<file path="config.mk">
export PLATFORM = sky130hd
export DESIGN_NAME = fetch_target_queue
export DESIGN_NICKNAME = d
export VERILOG_FILES = /design/src/rtl/fetch_target_queue.sv
export SDC_FILE = /design/constraint.sdc
export NUM_CORES = 1
export LEC_CHECK = 0
export CAP_MARGIN = 10
export CELL_PAD_IN_SITES_DETAIL_PLACEMENT = 1
export CELL_PAD_IN_SITES_GLOBAL_PLACEMENT = 1
export CORE_ASPECT_RATIO = 1.75
export CORE_MARGIN = 2
export CORE_UTILIZATION = 40
export CTS_CLUSTER_DIAMETER = 120
export DETAILED_ROUTE_END_ITERATION = 12
export HOLD_SLACK_MARGIN = 0.12
export PLACE_DENSITY_LB_ADDON = 0.1
export SYNTH_ARGS = -nofsm -noshare
export SYNTH_HDL_FRONTEND = slang
export SYNTH_SLANG_ARGS = --single-unit
</file>
<file path="constraint.sdc">
create_clock -name clk_i -period 6 [get_ports clk_i]
set_clock_uncertainty 0.1 [all_clocks]
set_input_delay 1.2 -clock clk_i [delete_from_list [all_inputs] [get_ports clk_i]]
set_output_delay 1.2 -clock clk_i [all_outputs]
set_load 0.05 [all_outputs]
</file>
<file path="src/rtl/fetch_target_queue.sv">
// Fetch target queue: holds predicted fetch-block addresses, issues them to the
// ICache in order and keeps them until IFU commit so misses/redirects can replay.
module fetch_target_queue #(
  parameter  int DEPTH = 8,
  parameter  int VLEN  = 32,
  localparam int PTR_W = $clog2(DEPTH)
) (
  input  logic             clk_i,
  input  logic             rst_ni,
  input  logic             flush_i,
  input  logic             replay_i,
  input  logic             enq_valid_i,
  input  logic [VLEN-1:0]  enq_vaddr_i,
  output logic             enq_ready_o,
  output logic             icache_req_valid_o,
  output logic [VLEN-1:0]  icache_req_vaddr_o,
  input  logic             icache_ready_i,
  input  logic             commit_i,
  output logic [PTR_W:0]   count_o,
  output logic [PTR_W:0]   inflight_o
);

  localparam logic [PTR_W:0] PtrOne  = (PTR_W+1)'(1);
  localparam logic [PTR_W:0] PtrFull = (PTR_W+1)'(DEPTH);

  logic [VLEN-1:0] mem [DEPTH];

  logic [PTR_W:0] enq_ptr_q, enq_ptr_d;
  logic [PTR_W:0] iss_ptr_q, iss_ptr_d;
  logic [PTR_W:0] cmt_ptr_q, cmt_ptr_d;

  logic enq_fire;
  logic iss_fire;
  logic cmt_fire;

  // Pointers carry an extra wrap bit, so plain subtraction yields occupancy.
  assign count_o    = enq_ptr_q - cmt_ptr_q;
  assign inflight_o = iss_ptr_q - cmt_ptr_q;

  assign enq_ready_o        = (count_o != PtrFull);
  assign icache_req_valid_o = (iss_ptr_q != enq_ptr_q) && !flush_i && !replay_i;
  assign icache_req_vaddr_o = icache_req_valid_o ? mem[iss_ptr_q[PTR_W-1:0]] : '0;

  assign enq_fire = enq_valid_i && enq_ready_o && !flush_i;
  assign iss_fire = icache_req_valid_o && icache_ready_i;
  assign cmt_fire = commit_i && (cmt_ptr_q != iss_ptr_q) && !flush_i;

  always_comb begin
    enq_ptr_d = enq_ptr_q;
    iss_ptr_d = iss_ptr_q;
    cmt_ptr_d = cmt_ptr_q;
    if (flush_i) begin
      enq_ptr_d = '0;
      iss_ptr_d = '0;
      cmt_ptr_d = '0;
    end else begin
      if (enq_fire) enq_ptr_d = enq_ptr_q + PtrOne;
      if (cmt_fire) cmt_ptr_d = cmt_ptr_q + PtrOne;
      // Replay rewinds to the oldest entry still uncommitted after this cycle's commit.
      if (replay_i)      iss_ptr_d = cmt_ptr_d;
      else if (iss_fire) iss_ptr_d = iss_ptr_q + PtrOne;
    end
  end

  always_ff @(posedge clk_i or negedge rst_ni) begin
    if (!rst_ni) begin
      enq_ptr_q <= '0;
      iss_ptr_q <= '0;
      cmt_ptr_q <= '0;
    end else begin
      enq_ptr_q <= enq_ptr_d;
      iss_ptr_q <= iss_ptr_d;
      cmt_ptr_q <= cmt_ptr_d;
    end
  end

  always_ff @(posedge clk_i) begin
    if (enq_fire) mem[enq_ptr_q[PTR_W-1:0]] <= enq_vaddr_i;
  end

endmodule

</file>
==> results.ini <==
[run_status]
status=finished, final reports clean

[sta]
worst_hold_slack_ps=565.0
fmax_mhz=200.9
fin_crit_sh_pct=82.96
tns_ps=0
hold_viol=0
fin_crit_ps=4978
setup_viol=0
slew_violations=0
slew_headroom_pct=25.09
worst_slew_pin_slew_ps=1118
rsz0062_at_grt=false

[placed_design]
globalplace.congestion=0.7279
port_buffers=80
dp.cells=916
postPlaceCellArea_um2=12050
hpwl_um=13140

[clock_network]
cts_buffers=25
cts_sinks=268
insertion_delay_ps=520
cts_htree_levels=1
tritoncts=built
postCtsSetupBuffers=0
path_clk_slew_ps=60
cts_buffer_depth=3
post_cts_resized=0
ctsHoldBuffers=0
cts-root-buf=clkbuf_16

[die]
rows=79
ioPinCount=81
die_h_um=221.3
die-width_um=128.2
start_util_pct=40.58
fp.dieArea_um2=28350
core_um2=26590

[worst_setup_path]
cp.required_ps=4700
cp_max_fo=30
crit_path_start_kind=flop
cpPeakStageDelay_ps=850
path_cells=xor2_1 > o41ai_4 > buf_4 > nor2_1 > clkdlybuf4s50_1
worst_setup_path_end_kind=output port
cp_slowest_cell=dfrtp_4
worstSetupPathType=flop to output port
rr_worst_depth=7
cp.arrival_ps=3680

[routing]
ant_nets=0
drt_iter0_drc=300
routed_wl_um=22830
drc=0
firstDrtPassIters=4
vias_per_cell=5.401
wire_per_inst_um=23.81
route.vias.total=5180

[synthesis]
yosys_warnings=0
ys_types=42
synthCells=524
ys.flop_type=edfxtp_1
synth-edff-count=256
ys_ff_latch=268
synth_nets=574
syn-cell-area_um2=10790
syn_avg_cell_area_um2=20.59
async_flop_share_pct=4.478
yosysSeqAreaShare_pct=74.03

[pwr]
peakVddDrop_mv=0.2392
pwr_density_cell_nw_per_um2=405.6
p_leak_uw=0.004061
finalPower_uw=5182

[grt]
grt_pass1_vias=5854
gr-total-overflow=0
track_usage_pct=16.80
grt_pass1_wl_um=35760
grt_max_degree=70
antenna_found_initial=0

[layout]
fin_nets=669
drive_above_1_share_pct=21.10
fin_cells=959
area_delta_synth_final_pct=18.40
antennaDiodeCount=0
stdcell_area_um2=12770

[min_path]
hold_path_depth=2
hp-class=flop to flop

[run]
cap_violations=0

[cell families (layout without fill, tap and decap cells)]
group                    count (synthesis)  in the layout  share of synthesized area (%)
AO/OA/AOI/OAI                           17             17                          1.380
XOR/XNOR                                16             16                          1.369
adder cells (fa/ha/maj)                 11             11                          1.415
buffers and inverters                   40            151                          1.937
flip-flops                             268            268                          74.03
multiplexers                           102            102                          16.95
AND/OR/NAND/NOR                         70             70                          2.911
[worst paths after layout]
check / start / endpoint / slack (ps)
max in group asynchronous: rst_ni / iss_ptr_q[1] / 4410
max: iss_ptr_q[0] / icache_req_vaddr_o[16] / 1020
min in group asynchronous: rst_ni / enq_ptr_q[3] / 950
max reg2reg: enq_ptr_q[2] / mem[4][10] / 2440
min: iss_ptr_q[3] / iss_ptr_q[3] / 570
min reg2reg: iss_ptr_q[3] / iss_ptr_q[3] / 570
[cell usage in the layout, fill, tap and decap left out, drive strengths merged, types with 3 or more instances in the layout]
| cell | synthesis | layout |
|---|---|---|
| nand2 | 4 | 4 |
| xor2 | 9 | 9 |
| edfxtp | 256 | 256 |
| mux4 | 64 | 64 |
| o211ai | 3 | 3 |
| buf | 20 | 15 |
| nor2 | 41 | 41 |
| ha | 9 | 9 |
| inv | 12 | 12 |
| clkbuf | 7 | 29 |
| nor3 | 8 | 8 |
| xnor2 | 7 | 7 |
| mux2 | 3 | 3 |
| clkinv | 1 | 14 |
| dfrtp | 12 | 12 |
| nand2b | 5 | 5 |
| mux2i | 35 | 35 |
| clkdlybuf4s50 | 0 | 80 |
| a21oi | 5 | 5 |
[stage by stage]
stage	setup WS, ps	util, %
floorplan	5.576	-
global placement	1152	45.31
detailed placement	1076	45.31
CTS	839.1	48.04
global route	647.5	48.04
finish	1022	48.04
[flip-flops by register name, summed over array words and instances, names as in the netlist]
| signal | flops |
|---|---|
| cmt_ptr_q | 4 |
| enq_ptr_q | 4 |
| iss_ptr_q | 4 |
| mem | 256 |
[report_power, final]
group / leakage, uW / total, uW / internal, uW / switching [uW]
combinational: 0.00123 / 1470 / 622 / 852
sequential: 0.00247 / 2260 / 2160 / 96.6
clock: 0.000361 / 1450 / 801 / 652
total: 0.00406 / 5180 / 3580 / 1600
[critical path: cells and delay by family (launching register included)]
family,cells,cell delay (ps)
flops,1,850
xor+xnor,1,280
compound gates,1,730
simple gates,1,100
buf+inv,2,1180
[cell type report]
cell class	count	area, um^2
fill	2426	13810
sequential	268	7996
multi-input combinational	216	2646
timing repair buffer	95	950.9
clock buffer	29	640.6
tap	324	405.4
clock inverter	14	86.33
inverter	13	48.80
[synth_stat cells, types with 5 or more instances]
cell type	n	area (um^2)
a21oi_1	5	25.02
buf_2	11	55.05
buf_4	6	45.04
clkbuf_1	7	26.28
dfrtp_1	12	300.3
edfxtp_1	256	7687
ha_1	9	112.6
inv_1	8	30.03
mux2i_1	35	350.3
mux4_2	64	1441
nand2b_1	5	31.28
nor2_1	41	153.9
nor3_1	8	40.04
xnor2_1	7	61.31
xor2_1	8	70.07
[metal layers]
layer,GRT usage [%],routed length (um),vias to the layer above
met3,2.200,710,31
met4,4.963,453,0
li1,-,-,2299
met5,0,0,-
met2,29.74,12200,84
met1,21.48,9469,2766
Note: power is estimated with default switching activity, not from simulation.
